### src/rtl/alu_operand_stage_pkg.sv
// Shared widths, b-select encodings and the EX-stage payload for the ALU operand stage.
package alu_operand_stage_pkg;

    localparam int unsigned XLEN    = 32;
    localparam int unsigned REG_AW  = 5;
    localparam int unsigned ALUC_W  = 4;
    localparam int unsigned IMM_W   = 16;
    localparam int unsigned SHAMT_W = 5;
    localparam int unsigned BSEL_W  = 2;
    localparam int unsigned CNT_W   = 16;

    localparam logic [BSEL_W-1:0] B_RT   = 2'b00;
    localparam logic [BSEL_W-1:0] B_SEXT = 2'b01;
    localparam logic [BSEL_W-1:0] B_ZEXT = 2'b10;

    localparam logic [ALUC_W-1:0] ALUC_BUBBLE = 4'b0000;
    localparam logic [REG_AW-1:0] REG_ZERO    = 5'd0;

    typedef struct packed {
        logic [XLEN-1:0]   alu_a;
        logic [XLEN-1:0]   alu_b;
        logic [ALUC_W-1:0] aluc;
        logic              wr_en;
        logic [REG_AW-1:0] wr_addr;
        logic              mem_read;
        logic [XLEN-1:0]   store_data;
    } ex_payload_t;

endpackage

### src/rtl/alu_operand_stage_fwd_mux.sv
// Per-operand bypass select: r0 forces zero, then EX result, then MEM result, then register file.
module fwd_mux
    import alu_operand_stage_pkg::*;
(
    input  logic [REG_AW-1:0] rd_addr_i,
    input  logic [XLEN-1:0]   rd_data_i,
    input  logic              ex_fwd_en_i,
    input  logic [REG_AW-1:0] ex_wr_addr_i,
    input  logic [XLEN-1:0]   ex_result_i,
    input  logic              mem_wr_en_i,
    input  logic [REG_AW-1:0] mem_wr_addr_i,
    input  logic [XLEN-1:0]   mem_result_i,
    output logic [XLEN-1:0]   fwd_data_c_o
);

    always_comb begin
        fwd_data_c_o = rd_data_i;
        if (rd_addr_i == REG_ZERO) begin
            fwd_data_c_o = '0;
        end else if (ex_fwd_en_i && (ex_wr_addr_i == rd_addr_i)) begin
            fwd_data_c_o = ex_result_i;
        end else if (mem_wr_en_i && (mem_wr_addr_i == rd_addr_i)) begin
            fwd_data_c_o = mem_result_i;
        end
    end

endmodule

### src/rtl/alu_operand_stage.sv
// ID/EX operand stage: forwarding, operand select, load-use stall and the EX pipeline register.
module alu_operand_stage
    import alu_operand_stage_pkg::*;
(
    input  logic                clk,
    input  logic                rst_n,
    input  logic                id_valid,
    input  logic [REG_AW-1:0]   id_rs_addr,
    input  logic [REG_AW-1:0]   id_rt_addr,
    input  logic [XLEN-1:0]     id_rs_data,
    input  logic [XLEN-1:0]     id_rt_data,
    input  logic                id_use_rs,
    input  logic                id_use_rt,
    input  logic [IMM_W-1:0]    id_imm,
    input  logic [SHAMT_W-1:0]  id_shamt,
    input  logic [ALUC_W-1:0]   id_aluc,
    input  logic                id_a_shamt,
    input  logic [BSEL_W-1:0]   id_b_sel,
    input  logic                id_wr_en,
    input  logic [REG_AW-1:0]   id_wr_addr,
    input  logic                id_mem_read,
    input  logic [XLEN-1:0]     ex_result,
    input  logic                mem_wr_en,
    input  logic [REG_AW-1:0]   mem_wr_addr,
    input  logic [XLEN-1:0]     mem_result,
    input  logic                flush,
    output logic                id_stall,
    output logic                ex_valid,
    output logic [XLEN-1:0]     alu_a,
    output logic [XLEN-1:0]     alu_b,
    output logic [ALUC_W-1:0]   alu_aluc,
    output logic                ex_wr_en,
    output logic [REG_AW-1:0]   ex_wr_addr,
    output logic                ex_mem_read,
    output logic [XLEN-1:0]     ex_store_data,
    output logic [CNT_W-1:0]    stall_count
);

    logic              ex_valid_q, ex_valid_d;
    ex_payload_t       ex_q, ex_d;
    logic [CNT_W-1:0]  stall_cnt_q, stall_cnt_d;

    logic              ex_fwd_en;
    logic              hazard;
    logic [XLEN-1:0]   rs_fwd, rt_fwd;

    // A load in EX has no result yet, so it must not be bypassed from ex_result.
    assign ex_fwd_en = ex_valid_q & ex_q.wr_en & ~ex_q.mem_read;

    fwd_mux u_fwd_rs (
        .rd_addr_i     (id_rs_addr),
        .rd_data_i     (id_rs_data),
        .ex_fwd_en_i   (ex_fwd_en),
        .ex_wr_addr_i  (ex_q.wr_addr),
        .ex_result_i   (ex_result),
        .mem_wr_en_i   (mem_wr_en),
        .mem_wr_addr_i (mem_wr_addr),
        .mem_result_i  (mem_result),
        .fwd_data_c_o  (rs_fwd)
    );

    fwd_mux u_fwd_rt (
        .rd_addr_i     (id_rt_addr),
        .rd_data_i     (id_rt_data),
        .ex_fwd_en_i   (ex_fwd_en),
        .ex_wr_addr_i  (ex_q.wr_addr),
        .ex_result_i   (ex_result),
        .mem_wr_en_i   (mem_wr_en),
        .mem_wr_addr_i (mem_wr_addr),
        .mem_result_i  (mem_result),
        .fwd_data_c_o  (rt_fwd)
    );

    assign hazard = id_valid & ex_valid_q & ex_q.mem_read & (ex_q.wr_addr != REG_ZERO) &
                    ((id_use_rs & (ex_q.wr_addr == id_rs_addr)) |
                     (id_use_rt & (ex_q.wr_addr == id_rt_addr)));

    assign id_stall = hazard & ~flush;

    // Next EX contents: capture only when not flushed, not stalled and valid; otherwise a zero bubble.
    always_comb begin
        ex_valid_d  = 1'b0;
        ex_d        = '0;
        ex_d.aluc   = ALUC_BUBBLE;
        stall_cnt_d = stall_cnt_q;

        if (!flush && !id_stall && id_valid) begin
            ex_valid_d      = 1'b1;
            ex_d.alu_a      = id_a_shamt ? XLEN'(id_shamt) : rs_fwd;
            case (id_b_sel)
                B_SEXT:  ex_d.alu_b = {{(XLEN-IMM_W){id_imm[IMM_W-1]}}, id_imm};
                B_ZEXT:  ex_d.alu_b = XLEN'(id_imm);
                default: ex_d.alu_b = rt_fwd;
            endcase
            ex_d.aluc       = id_aluc;
            ex_d.wr_en      = id_wr_en;
            ex_d.wr_addr    = id_wr_addr;
            ex_d.mem_read   = id_mem_read;
            ex_d.store_data = rt_fwd;
        end

        if (id_stall && (stall_cnt_q != '1)) begin
            stall_cnt_d = stall_cnt_q + CNT_W'(1);
        end
    end

    always_ff @(posedge clk or negedge rst_n) begin
        if (!rst_n) begin
            ex_valid_q  <= 1'b0;
            ex_q        <= '0;
            stall_cnt_q <= '0;
        end else begin
            ex_valid_q  <= ex_valid_d;
            ex_q        <= ex_d;
            stall_cnt_q <= stall_cnt_d;
        end
    end

    assign ex_valid      = ex_valid_q;
    assign alu_a         = ex_q.alu_a;
    assign alu_b         = ex_q.alu_b;
    assign alu_aluc      = ex_q.aluc;
    assign ex_wr_en      = ex_q.wr_en;
    assign ex_wr_addr    = ex_q.wr_addr;
    assign ex_mem_read   = ex_q.mem_read;
    assign ex_store_data = ex_q.store_data;
    assign stall_count   = stall_cnt_q;

endmodule

### config.mk
export PLATFORM = sky130hd
export DESIGN_NAME = alu_operand_stage
export DESIGN_NICKNAME = d
export VERILOG_FILES = /design/src/rtl/alu_operand_stage_pkg.sv /design/src/rtl/alu_operand_stage_fwd_mux.sv /design/src/rtl/alu_operand_stage.sv
export SDC_FILE = /design/constraint.sdc
export NUM_CORES = 1
export LEC_CHECK = 0
export CORE_MARGIN = 2
export CORE_UTILIZATION = 39
export DETAILED_ROUTE_END_ITERATION = 10
export MAX_ROUTING_LAYER = met4
export PLACE_DENSITY = 0.77
export RECOVER_POWER = 25
export SETUP_SLACK_MARGIN = 0.02
export SYNTH_ARGS = -nofsm -noshare
export SYNTH_HDL_FRONTEND = slang
export SYNTH_HIERARCHICAL = 1
export SYNTH_SLANG_ARGS = --single-unit
### constraint.sdc
create_clock -name clk -period 2 [get_ports clk]
set_clock_uncertainty 0.2 [all_clocks]
set_input_delay 0.4 -clock clk [delete_from_list [all_inputs] [get_ports clk]]
set_output_delay 0.4 -clock clk [all_outputs]
set_load 0.005 [all_outputs]
==> results.py <==
metrics = {
    "routing": {
        "via_count": 8813,
        "first_iter_violations": 879,
        "avgRoutedWirePerCell_um": 24.5,
        "final_antenna_net_count": 0,
        "drc": 0,
        "first_pass_iters": 5,
        "via_per_inst": 6.02,
        "wl_um": 35800,
    },
    "synth": {
        "synthCells": 770,
        "synth_edf_count": 0,
        "syn-cell-area_sq_um": 7320,
        "yosysWarnings": 6,
        "synthDistinctLibCells": 53,
        "ys_ff_latch": 124,
        "syn_area_per_cell_sq_um": 9.50,
        "yosysSeqAreaShare": 0.424,
        "syn_nets": 958,
        "async_flop_share": 1.00,
        "synth_ff_type": "dfrtp_1",
    },
    "finish": {
        "final_util": 0.757,
        "final_cell_mix": "clkdlybuf4s50_1 (283), dfrtp_1 (118), buf_4 (117)",
        "layout-drive-gt1-share": 0.345,
        "multi_input_area_sq_um": 4670,
        "syn2layout_area_growth_pct": 92.2,
        "nets": 1402,
        "seqCellArea_sq_um": 3110,
        "final_common_cell": "clkdlybuf4s50_1",
        "fillerInstances": 1167,
        "final_cells": 1464,
    },
    "worst_setup_path": {
        "end_kind": "output port",
        "crit_buf_inv": 1,
        "crit_family": "simple AND/OR/NAND/NOR gates",
        "criticalPathCategory": "flip-flop to output port",
        "arrival_ns": 1.97,
        "crit_chain": "or4_4, o211a_1, nand2_2, nor2_4, buf_2",
        "critPathMaxFanout": 4,
        "cpPeakStageDelay_ns": 0.56,
        "crit_required_ns": 1.40,
        "cp_slowest_cell": "or4_4",
        "setup.worst_path.start_class": "flip-flop",
    },
    "sta": {
        "fin_ws_ns": -0.566,
        "hold_viol_final": 0,
        "relSlewSlack": 0.454,
        "rsz0062_at_grt": "yes",
        "finalSetupViolCount": 125,
        "fin_crit_sh": 1.28,
        "slew_viol_final": 0,
        "fin_crit_ns": 2.57,
        "max_freq_mhz": 390,
        "tightest_slew_ns": 0.820,
    },
    "clock_network": {
        "cts_tree": "done",
        "cts_root_buf": "clkbuf_16",
        "cts.sinks": 124,
        "clkTransAtPathRegs_ns": 0.06,
        "htreeDepth": 4,
        "clockBufferDepth": 2,
        "insertion_delay_ns": 0.43,
        "numCtsBuffers": 17,
    },
    "min_path": {
        "hold_class": "input port to flip-flop",
    },
    "floorplan": {
        "start_util": 0.394,
        "dieArea_sq_um": 19900,
        "design.core.area_sq_um": 18600,
        "io_pins": 310,
        "die_y_um": 141,
        "row_count": 50,
        "fp.dieW_um": 141,
    },
    "global_routing": {
        "antenna_found_initial": 3,
        "grt_max_degree": 39,
        "grt_pass1_wl_um": 53100,
        "grt-ovfl-total": 0,
        "grt_use_total": 0.363,
        "grt_pass1_vias": 8939,
    },
    "job": {
        "drv_cap": 0,
    },
    "power": {
        "finalPower_mw": 7.61,
        "p_clk_frac": 0.395,
        "p_sw_frac": 0.288,
        "peakVddDrop_mv": 0.587,
        "p_sw_mw": 2.19,
        "pwr-share-seq": 0.346,
        "p_int_mw": 5.42,
        "combPwrFrac": 0.259,
        "cellPowerDensity_nw_per_um2": 541,
        "p_leak_nw": 5.89,
    },
    "placement": {
        "io_buffers": 309,
        "dpl.hpwl_um": 23500,
        "dp.cells": 1370,
        "gp_congestion": 0.934,
    },
    "run_status": {
        "violations": "setup timing",
        "status": "finished with violations",
    },
}
layer usage:
metal  up-vias  wire, um  global-route usage
met3       123      3120              0.0795
met1      4295     13600               0.438
met5         -         0                   -
li1       3769         -                   -
met2       626     17300               0.578
met4         0      1830               0.179
what timing repair did:
action / 4_1_cts / 5_1_grt
gates cloned: 17 / 1
setup endpoints to repair: 146 / 131
pin swaps: 80 / 19
buffers inserted: 43 / 11
hold buffers: 1 / 0
hold endpoints to repair: 26 / 0
resized for setup: 177 / 55
cell families (layout without fill, tap and decap cells):
family / Yosys count / after routing / share of synthesized area
DFF: 124 / 124 / 0.424
buffers and inverters: 91 / 547 / 0.0580
AOI/OAI and AO/OA: 202 / 202 / 0.210
other: 0 / 4 / 0
and+or+nand+nor: 299 / 299 / 0.237
muxes: 8 / 8 / 0.0115
adders and majority gates: 3 / 3 / 0.00513
xor gates and xnor gates: 43 / 43 / 0.0535
worst register-to-register path: stages (launching register included):
cell,delay (ns)
dfrtp_2,0.43
buf_6,0.14
xor2_2,0.17
nor4_2,0.31
a32oi_2,0.15
buf_4,0.20
o21ai_4,0.25
clkinv_4,0.13
buf_12,0.16
buf_16,0.14
and2_1,0.15
sequential cells by signal, summed over array words and instances (netlist names):
register / cells
stall_count: 16
ex_valid: 1
ex_store_data: 32
ex_mem_read: 1
ex_wr_en: 1
alu_aluc: 4
ex_wr_addr: 5
alu_b: 32
alu_a: 32
path summary, 6_finish.rpt:
| kind | cells after the start | endpoint | slack, ns | from |
|---|---|---|---|---|
| max | 5 | id_stall | -0.57 | ex_wr_addr[3] |
| min | 2 | alu_a[8] | 0.30 | id_a_shamt |
| max reg2reg | 10 | ex_store_data[10] | -0.54 | ex_wr_addr[3] |
| min reg2reg | 1 | stall_count[15] | 0.33 | stall_count[15] |
| max in group asynchronous | 3 | ex_store_data[23] | 0.16 | rst_n |
| min in group asynchronous | 2 | stall_count[0] | 0.41 | rst_n |
layout make-up:
class | instances | area share
tap | 234 | 0.0208
timing repair buffer | 512 | 0.384
clock inverter | 13 | 0.00845
clock buffer | 18 | 0.0312
multi-input combinational | 555 | 0.332
antenna | 4 | 0.000712
inverter | 4 | 0.00142
sequential | 124 | 0.221
synth_stat cells, types with 4 or more instances:
master      n  area share
a311oi_2   20       0.041
nor3b_2     4      0.0068
nor3b_1    23       0.024
dfrtp_1   124        0.42
buf_2      18       0.012
inv_1       4      0.0021
xnor2_1    20       0.024
nor4_1      5      0.0043
buf_6       7       0.011
a22oi_1    16       0.016
nor3_1     67       0.046
nor4_2      6       0.010
o21ai_0    63       0.043
a21oi_1    16       0.011
a311oi_1    8      0.0096
a211oi_1   36       0.037
nand3_1    42       0.029
nand2_1    28       0.014
nor2_1     26       0.013
mux2i_1     5      0.0068
xor2_1     21       0.025
o22a_1     36       0.043
clkbuf_1   56       0.029
and2_1     43       0.037
nand4_1    34       0.029
per-stage QoR:
stage,hold WS [ns],worst slack [ns],TNS (ns),cell area (sq um)
floorplan,-0.0956,-0.0646,-1.32,7550
global placement,0.175,-0.848,-86.11,12000
detailed placement,0.182,-0.896,-88.54,12000
CTS,0.272,-0.562,-59.22,14000
global route,0.325,-0.640,-65.90,14100
finish,0.303,-0.566,-54.11,14100
power by group through the flow:
stage	Clock [mW]	Sequential, mW	Combinational (mW)
after floorplan	0	2.68	0.558
after global placement	0	2.67	1.58
after detailed placement	0	2.68	1.60
after CTS	3.00	2.63	1.92
after global routing	3.15	2.64	2.06
final	3.01	2.63	1.97
(Power assumes the default switching activity.)
